### src/rtl/mc_controller.sv
// Multi-cycle MIPS control FSM: sequences fetch/decode/execute/memory/writeback
// and drives every datapath enable and select, stalling on a memory-ready handshake.
module mc_controller (
  input  logic       clk,
  input  logic       reset_n,
  input  logic [5:0] op,
  input  logic [5:0] funct,
  input  logic       zero,
  input  logic       mem_ready,
  output logic       mem_req,
  output logic       memwrite,
  output logic       irwrite,
  output logic       regwrite,
  output logic       pcen,
  output logic       iord,
  output logic       memtoreg,
  output logic       regdst,
  output logic       alusrca,
  output logic [1:0] alusrcb,
  output logic [1:0] pcsrc,
  output logic [3:0] alucontrol,
  output logic       illegal,
  output logic [3:0] dbg_state
);

  // Memory handshake: mem_req is high for the whole access; the access
  // completes in the cycle mem_ready is sampled high, otherwise the state holds.

  localparam logic [3:0] S_FETCH    = 4'd0;
  localparam logic [3:0] S_DECODE   = 4'd1;
  localparam logic [3:0] S_MEMADR   = 4'd2;
  localparam logic [3:0] S_MEMRD    = 4'd3;
  localparam logic [3:0] S_MEMWB    = 4'd4;
  localparam logic [3:0] S_MEMWR    = 4'd5;
  localparam logic [3:0] S_RTEXEC   = 4'd6;
  localparam logic [3:0] S_RTWB     = 4'd7;
  localparam logic [3:0] S_BRANCH   = 4'd8;
  localparam logic [3:0] S_ADDIEXEC = 4'd9;
  localparam logic [3:0] S_ADDIWB   = 4'd10;
  localparam logic [3:0] S_JUMP     = 4'd11;

  localparam logic [5:0] OP_RTYPE = 6'b000000;
  localparam logic [5:0] OP_LW    = 6'b100011;
  localparam logic [5:0] OP_SW    = 6'b101011;
  localparam logic [5:0] OP_BEQ   = 6'b000100;
  localparam logic [5:0] OP_BNE   = 6'b000101;
  localparam logic [5:0] OP_ADDI  = 6'b001000;
  localparam logic [5:0] OP_J     = 6'b000010;

  localparam logic [3:0] ALU_AND  = 4'b0000;
  localparam logic [3:0] ALU_OR   = 4'b0001;
  localparam logic [3:0] ALU_ADD  = 4'b0010;
  localparam logic [3:0] ALU_SUB  = 4'b0110;
  localparam logic [3:0] ALU_SLT  = 4'b0111;
  localparam logic [3:0] ALU_SLTU = 4'b1111;

  logic [3:0] state, next_state;
  logic       is_load;
  logic       rt_legal;
  logic [3:0] rt_alu;

  logic mem_req_raw, memwrite_raw, irwrite_raw, regwrite_raw, pcen_raw, illegal_raw;

  always_ff @(posedge clk or negedge reset_n) begin
    if (!reset_n) begin
      state   <= S_FETCH;
      is_load <= 1'b0;
    end else begin
      state <= next_state;
      // MEMADR needs lw/sw without re-reading op, so remember it at decode
      if (state == S_DECODE) is_load <= (op == OP_LW);
    end
  end

  always_comb begin
    rt_legal = 1'b1;
    rt_alu   = ALU_ADD;
    case (funct)
      6'b100000: rt_alu = ALU_ADD;
      6'b100010: rt_alu = ALU_SUB;
      6'b100100: rt_alu = ALU_AND;
      6'b100101: rt_alu = ALU_OR;
      6'b101010: rt_alu = ALU_SLT;
      6'b101011: rt_alu = ALU_SLTU;
      default:   rt_legal = 1'b0;
    endcase
  end

  always_comb begin
    next_state   = state;
    mem_req_raw  = 1'b0;
    memwrite_raw = 1'b0;
    irwrite_raw  = 1'b0;
    regwrite_raw = 1'b0;
    pcen_raw     = 1'b0;
    illegal_raw  = 1'b0;
    iord         = 1'b0;
    memtoreg     = 1'b0;
    regdst       = 1'b0;
    alusrca      = 1'b0;
    alusrcb      = 2'b00;
    pcsrc        = 2'b00;
    alucontrol   = ALU_ADD;
    case (state)
      S_FETCH: begin
        mem_req_raw = 1'b1;
        alusrcb     = 2'b01;
        irwrite_raw = mem_ready;
        pcen_raw    = mem_ready;
        if (mem_ready) next_state = S_DECODE;
      end
      S_DECODE: begin
        alusrcb = 2'b11;
        case (op)
          OP_LW, OP_SW:   next_state = S_MEMADR;
          OP_BEQ, OP_BNE: next_state = S_BRANCH;
          OP_ADDI:        next_state = S_ADDIEXEC;
          OP_J:           next_state = S_JUMP;
          OP_RTYPE: begin
            if (rt_legal) begin
              next_state = S_RTEXEC;
            end else begin
              illegal_raw = 1'b1;
              next_state  = S_FETCH;
            end
          end
          default: begin
            illegal_raw = 1'b1;
            next_state  = S_FETCH;
          end
        endcase
      end
      S_MEMADR: begin
        alusrca    = 1'b1;
        alusrcb    = 2'b10;
        next_state = is_load ? S_MEMRD : S_MEMWR;
      end
      S_MEMRD: begin
        mem_req_raw = 1'b1;
        iord        = 1'b1;
        if (mem_ready) next_state = S_MEMWB;
      end
      S_MEMWB: begin
        regwrite_raw = 1'b1;
        memtoreg     = 1'b1;
        next_state   = S_FETCH;
      end
      S_MEMWR: begin
        mem_req_raw  = 1'b1;
        memwrite_raw = 1'b1;
        iord         = 1'b1;
        if (mem_ready) next_state = S_FETCH;
      end
      S_RTEXEC: begin
        alusrca    = 1'b1;
        alucontrol = rt_alu;
        next_state = S_RTWB;
      end
      S_RTWB: begin
        regwrite_raw = 1'b1;
        regdst       = 1'b1;
        next_state   = S_FETCH;
      end
      S_BRANCH: begin
        alusrca    = 1'b1;
        alucontrol = ALU_SUB;
        pcsrc      = 2'b01;
        pcen_raw   = (op == OP_BNE) ? ~zero : zero;
        next_state = S_FETCH;
      end
      S_ADDIEXEC: begin
        alusrca    = 1'b1;
        alusrcb    = 2'b10;
        next_state = S_ADDIWB;
      end
      S_ADDIWB: begin
        regwrite_raw = 1'b1;
        next_state   = S_FETCH;
      end
      S_JUMP: begin
        pcsrc      = 2'b10;
        pcen_raw   = 1'b1;
        next_state = S_FETCH;
      end
      default: next_state = S_FETCH;
    endcase
  end

  // Strobes are gated by reset directly so they drop the instant reset_n falls;
  // selects already show FETCH values because the state resets asynchronously.
  assign mem_req   = mem_req_raw  & reset_n;
  assign memwrite  = memwrite_raw & reset_n;
  assign irwrite   = irwrite_raw  & reset_n;
  assign regwrite  = regwrite_raw & reset_n;
  assign pcen      = pcen_raw     & reset_n;
  assign illegal   = illegal_raw  & reset_n;
  assign dbg_state = state;

endmodule

### config.mk
export PLATFORM = sky130hd
export DESIGN_NAME = mc_controller
export DESIGN_NICKNAME = d
export VERILOG_FILES = /design/src/rtl/mc_controller.sv
export SDC_FILE = /design/constraint.sdc
export NUM_CORES = 1
export LEC_CHECK = 0
export CORE_UTILIZATION = 42
export DETAILED_ROUTE_END_ITERATION = 8
export PLACE_DENSITY = 0.9
export SETUP_SLACK_MARGIN = 0.5
export SLEW_MARGIN = 0
export SYNTH_ARGS = -nofsm -noshare
export SYNTH_HDL_FRONTEND = slang
export SYNTH_SLANG_ARGS = --single-unit
### constraint.sdc
create_clock -name clk -period 3.49 [get_ports clk]
set_input_delay 0.5235 -clock clk [delete_from_list [all_inputs] [get_ports clk]]
set_output_delay 0.5235 -clock clk [all_outputs]
set_load 0.01 [all_outputs]
# Yosys cells after proc, flatten, opt, wreduce, memory -nomap -nowiden
# Cells that the tools add are included.
# Widths: inputs -> output; s select.
[word_totals]
reg_bits = 5
in_bits = 16
output_inout_bits = 22
word_cells = 72
[op_classes]
n_eq_ne = 26
n_mux = 25
n_bitwise = 7
reduce_logical = 12
[ops]
columns = ["op", "n"]
rows = [
  ["$eq 6x6->1 const B", 8],
  ["$pmux 4 s5", 2],
  ["$pmux 4 s7", 1],
  ["$eq 4x3->1 const B", 4],
  ["$eq 4x4->1 const B", 4],
  ["$eq 6x3->1 const B", 2],
  ["$mux 1", 12],
  ["$mux 4", 3],
  ["$reduce_or 6->1", 2],
  ["$eq 4x2->1 const B", 2],
  ["$pmux 4 s2", 1],
  ["$reduce_or 2->1", 4],
  ["$and 1x1->1", 6],
  ["$eq 6x2->1 const B", 1],
  ["$eq 6x4->1 const B", 1],
  ["$logic_not 6->1", 1],
  ["$mux 3", 2],
  ["$ne 2x2->1 const B", 3],
  ["$pmux 2 s3", 1],
  ["$reduce_or 3->1", 2],
  ["$eq 4x1->1 const B", 1],
  ["$logic_not 4->1", 1],
  ["$pmux 2 s2", 1],
  ["$reduce_or 4->1", 1],
  ["other kinds (4)", 4],
]

# Depth between registers and ports, before layout
# Gate-level depths: netlist of the first run.
[logic_depth]
ltp_word = 7
ltp_mapped = 6
ltp_nobuf = 5

# Worst setup path before layout of the first run
# OpenSTA, ideal clock, no wires.
[synth_path]
path_kind = "input to output"
from = "in op[0]"
to = "out illegal"
t_arrival_ps = 1698
required_ps = 2967
path_slack_ps = 1268
stages = 4
n_path_buf = 0
path_cell_list = "or4_1 > or4_1 > a21oi_2 > nor3_1"
[synth_via]
elab_chain_cells = 5
word_cells_on_any_way = 11
cone_classes = "eq/ne: 6; mux: 2; bitwise: 1; reduce/logical: 2"
[synth_rtl]
columns = ["element", "line_no", "text"]
rows = [
  ["start, declared", "6", "input logic [5:0] op,"],
  ["$eq 6x6->1, or another cell as far along", "114", "case (op)"],
  ["$reduce_or 6->1 (no line)", "--", ""],
  ["$pmux 1 s2 (*)", "114", ""],
  ["$mux 1 (*)", "104", "case (state)"],
  ["$and 1x1->1 (*)", "196", "assign illegal = illegal_raw & reset_n;"],
  ["end, declared", "22", "output logic illegal,"],
]
# Every way passes the cells marked *; elsewhere a longest branch is shown, timed or not.

# Worst setup path in the final report of the first run
[layout_path]
from = "reg state[2], in the netlist dbg_state[2]"
to = "out pcen"
[layout_via]
elab_chain_cells = 3
word_cells_on_any_way = 5
cone_classes = "eq/ne: 2; mux: 1; bitwise: 1; reduce/logical: 1"
[layout_rtl]
columns = ["element", "line_no", "text"]
rows = [
  ["start, declared", "57", "logic [3:0] state, next_state;"],
  ["start signal, assigned", "69", "state <= next_state;"],
  ["$eq 4x4->1 or $logic_not 4->1 (tied branches)", "104", ""],
  ["$pmux 1 s3 (*)", "104", ""],
  ["$and 1x1->1 (*)", "195", "assign pcen = pcen_raw & reset_n;"],
  ["end, declared", "14", "output logic pcen,"],
]
# Marks and branches as above.

==> flow_summary.json, run 1 <==
{
  "status": "finished, violations left",
  "violations": "design-rule violations",
  "cts_sinks": 5,
  "p_leak_uw": 0.000461,
  "yosysSeqAreaShare_pct": 17.4,
  "die_h_um": 43.4,
  "cts_tree": "built",
  "synth_cells": 105,
  "crit_required_ns": 2.97,
  "r2r-end": "dbg_state[0]$_DFFE_PN0P_",
  "fmax_mhz": 356,
  "grt_overflow": 0,
  "area_growth_pct": 57.0,
  "dpl.hpwl_mm": 1.64,
  "antenna_found_initial": 0,
  "synth_warnings": 0,
  "vias_per_cell": 5.88,
  "synth-seq-cells": 5,
  "first_pass_iters": 6,
  "grt_pass1_wl_mm": 3.39,
  "die_w_um": 43.4,
  "report.final.setup_viol": 0,
  "clk_path_buf_depth": 2,
  "clock-root-buffer": "clkbuf_4",
  "slew_viol_final": 0,
  "coreArea_um2": 1560,
  "via_count": 935,
  "drive_gt1_share_pct": 7.69,
  "clock_latency_ns": 0.25,
  "syn_area_um2": 718,
  "top_usage_layer": "met2",
  "skew_ns": 0.00345,
  "reg2regPathDepth": 5,
  "drv_cap": 0,
  "ant_nets": 0,
  "place.gp.congestion": 0.771,
  "final_nets": 160,
  "ff2ff_setup_slack_ns": 1.87,
  "numCtsBuffers": 3,
  "drc_errors": 4,
  "htree_levels": 1,
  "ioPinCount": 38,
  "worstPathArrival_ns": 2.29,
  "clkTransAtPathRegs_ns": 0.05,
  "rsz0062_at_grt": "no",
  "worstSetupPathType": "flip-flop to output pin",
  "yosys_most_used_dff": "dfrtp_1",
  "die_area_um2": 1880,
  "reg2reg_from": "dbg_state[0]$_DFFE_PN0P_",
  "tightestPinTransition_ns": 0.498,
  "track_usage_pct": 23.5,
  "grt_pass1_vias": 807,
  "end_kind": "output pin",
  "crit_start": "dbg_state[2]$_DFFE_PN0P_",
  "rows": 14,
  "post-route-period-util_pct": 80.6,
  "syn_area_per_cell_um2": 6.84,
  "drtIter0Drc": 19,
  "fin_crit_ns": 2.81,
  "powerDensity_nw_per_um2": 220,
  "start_kind": "flip-flop",
  "cts_hold_buf": 0,
  "slew_headroom_pct": 66.8,
  "cp_max_fo": 14,
  "post_dp_cell_area_um2": 1070,
  "crit_path_end": "pcen",
  "finalHoldViolCount": 0,
  "setup_tns_ns": 0,
  "routedWlPerCell_um": 13.5,
  "fill_cells": 147,
  "use_met3_pct": 4.17,
  "vdd_drop_max_mv": 0.210,
  "use_met1_pct": 29.0,
  "antenna_cells": 0,
  "floorplan.initialDensity_pct": 46.1,
  "finalInstanceArea_um2": 1130,
  "synth-edff-count": 0,
  "hold_path_class": "flip-flop to flip-flop",
  "drt_wl_total_mm": 2.15,
  "synthesis.nets": 121,
  "ys_async_sr_fraction_pct": 100,
  "grt_max_degree": 18,
  "use_met2_pct": 43.0,
  "hold_path_startpoint": "is_load$_DFFE_PN0P_",
  "portBuffers": 37,
  "synthDistinctLibCells": 39
}
[cells in the final DEF, fill, tap and decap left out, drive strengths merged, types with 2 or more instances in the layout]
cell type      netlist  layout
a211oi               2       2
a21oi                7       7
clkbuf               1       4
clkdlybuf4s50        0      30
dfrtp                5       5
dlymetal6s2s         0       6
inv                  6       6
nand2               10      10
nand2b               4       4
nand3                4       4
nor2                14      14
nor2b                4       4
nor3                11      11
nor3b                3       3
o21ai                9       9
or4                  2       2
xnor2                2       2
[critical path, cell delays in order (launching register included)]
cell	delay, ns
dfrtp_1	0.54
inv_1	0.20
nand2_1	0.12
nor3_1	0.37
a21oi_1	0.12
nor2b_1	0.13
clkdlybuf4s50_1	0.55
[Yosys cell counts, types with 2 or more instances]
library cell / instances / area share [%]
o21ai_0: 6 / 4.2
a21oi_1: 6 / 4.2
nor2b_1: 4 / 3.5
nor3b_1: 3 / 3.1
dfrtp_1: 5 / 17
or4_1: 2 / 2.1
buf_6: 2 / 3.1
nand2_1: 10 / 5.2
xnor2_1: 2 / 2.4
nand3_1: 4 / 2.8
a211oi_1: 2 / 2.1
nor3_1: 11 / 7.7
inv_1: 5 / 2.6
o21ai_1: 3 / 2.1
nand2b_1: 3 / 2.6
nor2_1: 14 / 7.3
[logic make-up after synthesis]
family	Yosys count	synth area share, %
xor gates and xnor gates	3	3.66
muxes	2	2.96
and+or+nand+nor	57	42.2
buffers and inverters	10	7.84
DFF	5	17.4
AOI/OAI and AO/OA	28	26.0
[layer usage]
layer,wire (um),part of all wire [%],vias to the layer above
met5,0,0,-
li1,-,-,460
met3,104,4.8,2
met4,3,0.14,0
met2,1160,54,38
met1,889,41,435
[through the flow]
step / instances / power, uW / setup WS [ns] / hold slack (ns) / util [%]
4_1_cts: 158 / 250 / 0.467 / 0.520 / 70.9
3_5_place_dp: 154 / 180 / 0.278 / 0.511 / 68.9
2_1_floorplan: 105 / 125 / 1.27 / 0.228 / -
5_1_grt: 159 / 263 / 0.573 / 0.543 / 72.3
6_report: 159 / 248 / 0.678 / 0.529 / 72.3
3_3_place_gp: 154 / 178 / 0.314 / 0.508 / 68.9
[power by group]
part / switching, uW / internal (uW)
Sequential: 11.9 / 61.2
Clock: 26.0 / 43.4
Combinational: 48.4 / 57.2
Total: 86.3 / 162
[flip-flops by register name, summed over array words and instances (netlist names)]
register and count:
dbg_state 4, is_load 1
[layout make-up]
cell class | count | area, um^2 | share of cell area [%]
sequential | 5 | 125 | 11.1
inverter | 6 | 22.5 | 2.00
multi-input combinational | 90 | 542 | 48.1
clock buffer | 4 | 26.3 | 2.33
timing repair buffer | 38 | 392 | 34.7
tap | 16 | 20.0 | 1.78
[worst min path at each step]
stage / end / slack [ns] / cells past startpoint
4_1_cts: is_load$_DFFE_PN0P_ / 0.52 / 2
5_1_grt: is_load$_DFFE_PN0P_ / 0.54 / 2
3_3_place_gp: is_load$_DFFE_PN0P_ / 0.51 / 2
6_report: is_load$_DFFE_PN0P_ / 0.53 / 2
2_1_floorplan: dbg_state[0]$_DFFE_PN0P_ / 0.23 / 0
3_5_place_dp: is_load$_DFFE_PN0P_ / 0.51 / 2
[repair_timing]
| item | 4_1_cts | 5_1_grt |
|---|---|---|
| setup buffers | 0 | 1 |
| pin swaps | 0 | 1 |
| gates resized for setup | 2 | 6 |
| setup endpoints to repair | 2 | 2 |
No activity file was read; power rests on OpenSTA's default activity.
==> inputs of run 2 (changes only) <==
Settings changed: CORE_UTILIZATION 42 to 39, PLACE_DENSITY 0.9 to 0.85.
Clock period 3.49 ns to 2.9 ns, I/O delays scaled along.
==> flow_summary.json, run 2 (synthesis gave the netlist of run 1 again) <==
{
  "p_seq_share_pct": 25.2,
  "end_kind": "flip-flop",
  "vdd_drop_max_mv": 0.162,
  "cts_hold_buf": 0,
  "final_nets": 182,
  "hold_path_class": "primary input to asynchronous set/reset pin",
  "antenna_found_initial": 0,
  "die_w_um": 44.9,
  "drt_wl_total_mm": 2.75,
  "fill_cells": 128,
  "ioPinCount": 38,
  "floorplan.initialDensity_pct": 41.6,
  "die_area_um2": 2020,
  "grt_overflow": 0,
  "rows": 15,
  "swShare_pct": 37.0,
  "slew_headroom_pct": 66.7,
  "skew_ns": 0.00662,
  "slew_viol_final": 0,
  "grt_max_degree": 16,
  "die_h_um": 44.9,
  "reg2regPathDepth": 6,
  "worstPathArrival_ns": 2.55,
  "cts_tree": "built",
  "pre_cts_ws_ns": -0.0437,
  "fin_ws_ns": 0.526,
  "place.gp.congestion": 0.775,
  "met2_length_mm": 1.44,
  "first_pass_iters": 4,
  "vias_per_cell": 5.61,
  "p_clk_share_pct": 27.2,
  "wl_met1_mm": 1.07,
  "report.final.setup_viol": 0,
  "clock-root-buffer": "clkbuf_4",
  "netSwitchingPower_uw": 121,
  "top_layer": "met4",
  "setup_tns_ns": 0,
  "clock_latency_ns": 0.26,
  "post-route-period-util_pct": 81.8,
  "fin_crit_ns": 2.37,
  "numCtsBuffers": 3,
  "clkTransAtPathRegs_ns": 0.05,
  "crit_required_ns": 3.07,
  "combPwrFrac_pct": 47.6,
  "power.internal_uw": 205,
  "grt_pass1_wl_mm": 3.71,
  "antenna_cells": 0,
  "drive_gt1_share_pct": 31.5,
  "grt_pass1_vias": 855,
  "start_kind": "primary input",
  "routed-wl-met3_um": 170,
  "portBuffers": 37,
  "multi_input_area_um2": 581,
  "tightestPinTransition_ns": 0.487,
  "drv_cap": 0,
  "cp_max_fo": 6,
  "cts_sinks": 5,
  "powerDensity_nw_per_um2": 244,
  "dpl.hpwl_mm": 1.63,
  "coreArea_um2": 1730,
  "rsz0062_at_grt": "yes",
  "htree_levels": 1,
  "largest_register_ffs": 4,
  "p_leak_uw": 0.000605,
  "final_common_cell": "clkdlybuf4s50_1",
  "status": "complete, no violations",
  "p_total_uw": 325,
  "drc_errors": 0,
  "regArea_um2": 128,
  "final_cell_mix": "26 x clkdlybuf4s50_1, 18 x buf_4, 14 x nor2_1, 10 x nor3_1, 7 x nand2_1",
  "worstSetupPathType": "primary input to flip-flop",
  "ant_nets": 0,
  "clk_path_buf_depth": 2,
  "area_growth_pct": 86.1,
  "finalHoldViolCount": 0,
  "drtIter0Drc": 45,
  "routedWlPerCell_um": 14.5,
  "via_count": 1066,
  "track_usage_pct": 25.0,
  "fmax_mhz": 421
}
-- run 2: changes by cell type in the layout (fill, tap and decap cells not counted), moves of 2 or more --
cell	before	now
buf_4	1	18
buf_6	0	4
dfrtp_1	5	3
o21ai_2	0	3
or4_4	0	2
dfrtp_2	0	2
nand2_2	0	3
clkdlybuf4s50_1	30	26
nand2_1	10	7
o21ai_0	6	4
clkbuf_2	0	4
inv_1	5	3
or4_1	2	0
-- run 2: path summary, 6_finish.rpt --
check	from	to	slack (ns)
min in group clk	is_load$_DFFE_PN0P_	is_load$_DFFE_PN0P_	0.54
worst max register to register	dbg_state[0]$_DFFE_PN0P_	dbg_state[0]$_DFFE_PN0P_	1.23
worst max-delay path	op[4]	dbg_state[2]$_DFFE_PN0P_	0.53
worst min-delay path	reset_n	dbg_state[0]$_DFFE_PN0P_	0.22
max in group asynchronous	reset_n	dbg_state[2]$_DFFE_PN0P_	2.35
worst min register to register	is_load$_DFFE_PN0P_	is_load$_DFFE_PN0P_	0.54
-- run 2: critical path: stages --
cell and delay (ns):
dlymetal6s2s_1 0.18, or4_4 0.44, or4_4 0.49, a21oi_2 0.15, buf_4 0.13, buf_4 0.09, buf_4 0.09, buf_4 0.09
buf_6 0.08, buf_6 0.08, buf_6 0.08, buf_6 0.09, nand2_2 0.05, o21ai_2 0.07
-- run 2: area by class of cell --
cell class              instances  area share (%)
inverters                       6            1.87
well taps                      25            2.34
clock buffers                   4            1.97
multi-input cells              90            43.4
flip-flops and latches          5            9.55
repair buffers                 60            40.8
-- run 2: through the flow --
| step | instances | area [um^2] | hold slack [ns] | util (%) |
|---|---|---|---|---|
| 4_1_cts | 181 | 1220 | 0.213 | 70.9 |
| 5_1_grt | 190 | 1340 | 0.236 | 77.4 |
| 3_5_place_dp | 170 | 1140 | 0.499 | 65.9 |
| 2_1_floorplan | 105 | 718 | 0.139 | - |
| 6_report | 190 | 1340 | 0.218 | 77.4 |
| 3_3_place_gp | 170 | 1140 | 0.510 | 65.9 |
-- run 2: power groups by stage --
| stage | logic, uW | clock network [uW] | registers, uW |
|---|---|---|---|
| after detailed placement | 141 | 0 | 83.4 |
| final | 155 | 88.6 | 82.1 |
| after floorplan | 68.3 | 0 | 81.9 |
| after global placement | 138 | 0 | 83.5 |
| after CTS | 140 | 90.6 | 82.8 |
| after global routing | 167 | 93.9 | 82.4 |
-- run 2: metal layers --
metal  vias to the layer above  GRT usage, %
li1                        498             -
met1                       496          31.2
met2                        62          42.6
met3                        10          2.80
met4                         0          12.1
met5                         -             0
-- run 2: what timing repair did --
action,CTS,global route
resized for setup,10,30
pin swaps,1,3
setup buffers,7,9
endpoints found under the setup margin,9,11
==> inputs of run 3 (changes only) <==
Clock period 2.9 ns to 2.42 ns, I/O delays scaled along.
==> flow_summary.json, run 3 (synthesis gave the netlist of run 1 again) <==
{
  "start_kind": "primary input",
  "r2r-end": "dbg_state[1]$_DFFE_PN0P_",
  "antenna_cells": 0,
  "cp_max_fo": 2,
  "die_h_um": 44.9,
  "grt_pass1_vias": 983,
  "fin_crit_ns": 2.11,
  "final_cell_mix": "30 x buf_4, 15 x dlygate4sd2_1, 10 x nor2_1, 10 x clkdlybuf4s50_1, 10 x buf_2",
  "rsz0062_at_grt": "yes",
  "pre_cts_ws_ns": -0.401,
  "crit_required_ns": 2.06,
  "clock_latency_ns": 0.25,
  "reg2reg_from": "dbg_state[3]$_DFFE_PN0P_",
  "vias_per_cell": 5.79,
  "grt_overflow": 0,
  "final_common_cell": "buf_4",
  "cts_hold_buf": 0,
  "instances_no_fill": 202,
  "die_w_um": 44.9,
  "grt_max_degree": 15,
  "p_leak_uw": 0.000678,
  "grt_pass1_wl_mm": 4.29,
  "status": "complete, no violations",
  "worstSetupPathType": "primary input to output pin",
  "first_pass_iters": 5,
  "finalHoldViolCount": 0,
  "slew_viol_final": 0,
  "drt_wl_total_mm": 3.17,
  "fmax_mhz": 474,
  "via_count": 1170,
  "hold_path_class": "primary input to asynchronous set/reset pin",
  "ant_nets": 0,
  "skew_ns": 0.00799,
  "area_growth_pct": 105,
  "clkTransAtPathRegs_ns": 0.05,
  "place.gp.congestion": 0.853,
  "slew_headroom_pct": 68.3,
  "drc_errors": 0,
  "floorplan.initialDensity_pct": 41.6,
  "tightestPinTransition_ns": 0.463,
  "htree_levels": 1,
  "cts_sinks": 5,
  "ff2ff_setup_slack_ns": 0.87,
  "portBuffers": 37,
  "final_nets": 194,
  "vdd_drop_max_mv": 0.186,
  "routedWlPerCell_um": 15.7,
  "rows": 15,
  "numCtsBuffers": 3,
  "coreArea_um2": 1730,
  "track_usage_pct": 29.3,
  "reg2regPathDepth": 7,
  "largest_register_ffs": 4,
  "die_area_um2": 2020,
  "worstPathArrival_ns": 1.75,
  "drive_gt1_share_pct": 45.2,
  "antenna_found_initial": 0,
  "clk_path_buf_depth": 2,
  "fin_ws_ns": 0.309,
  "clock-root-buffer": "clkbuf_4",
  "ioPinCount": 38,
  "end_kind": "output pin",
  "hold-worst-slack_ns": 0.353,
  "post-route-period-util_pct": 87.2,
  "dpl.cell_count": 182,
  "report.final.setup_viol": 0,
  "drv_cap": 0,
  "powerDensity_nw_per_um2": 286,
  "cts_tree": "built",
  "drtIter0Drc": 42,
  "dpl.hpwl_mm": 1.89
}
-- run 3: changes by cell type in the layout (fill, tap and decap cells not counted), sizes merged --
cell,delta
dlygate4sd2,+13
clkdlybuf4s50,-16
buf,+23
dlymetal6s2s,-5
clkbuf,-3
-- run 3: repair_timing --
action | in CTS | in global routing
buffers inserted | 11 | 5
gates resized for setup | 78 | 26
pin swaps | 6 | 7
endpoints found under the setup margin | 20 | 10
-- run 3: critical path, cell delays in order --
cell and delay [ns]:
buf_6 0.09, or4_4 0.52, or4_4 0.44, a21oi_4 0.14
nor3_2 0.04, buf_2 0.14
-- run 3: area by class of cell --
| type | count | area, um^2 |
|---|---|---|
| well taps | 25 | 31.3 |
| fillers | 97 | 251 |
| flip-flops and latches | 5 | 126 |
| inverters | 6 | 30.0 |
| repair buffers | 72 | 579 |
| clock buffers | 4 | 26.3 |
| multi-input cells | 90 | 682 |
-- run 3: power breakdown --
| part | internal [uW] | switching, uW |
|---|---|---|
| clock | 62.5 | 37.0 |
| sequential | 88.7 | 3.20 |
| combinational | 113 | 118 |
-- run 3: worst max-delay path by stage --
| stage | start | to | slack (ns) | depth (start not counted) |
|---|---|---|---|---|
| 6_report | op[5] | illegal | 0.31 | 6 |
| 5_1_grt | op[2] | illegal | 0.27 | 6 |
| 4_1_cts | op[5] | illegal | 0.24 | 6 |
| 3_5_place_dp | op[0] | illegal | -0.40 | 6 |
| 3_3_place_gp | op[0] | illegal | -0.35 | 6 |
| 2_1_floorplan | op[0] | illegal | 0.52 | 4 |
-- run 3: through the flow --
stage	cell area, um^2	util [%]	total power (uW)	TNS [ns]
floorplan	718	-	180	0
finish	1480	85.4	423	0
global route	1480	85.4	442	0
global placement	1230	71.2	279	-0.535
CTS	1360	78.5	383	0
detailed placement	1230	71.2	284	-0.621
-- run 3: per-layer routing --
layer  vias to the layer above  wire [um]  track usage, %
met3                         7        277            4.00
met5                         -          0               0
met1                       538       1170            33.5
met2                       100       1670            52.4
li1                        525          -               -
met4                         0         52            16.4
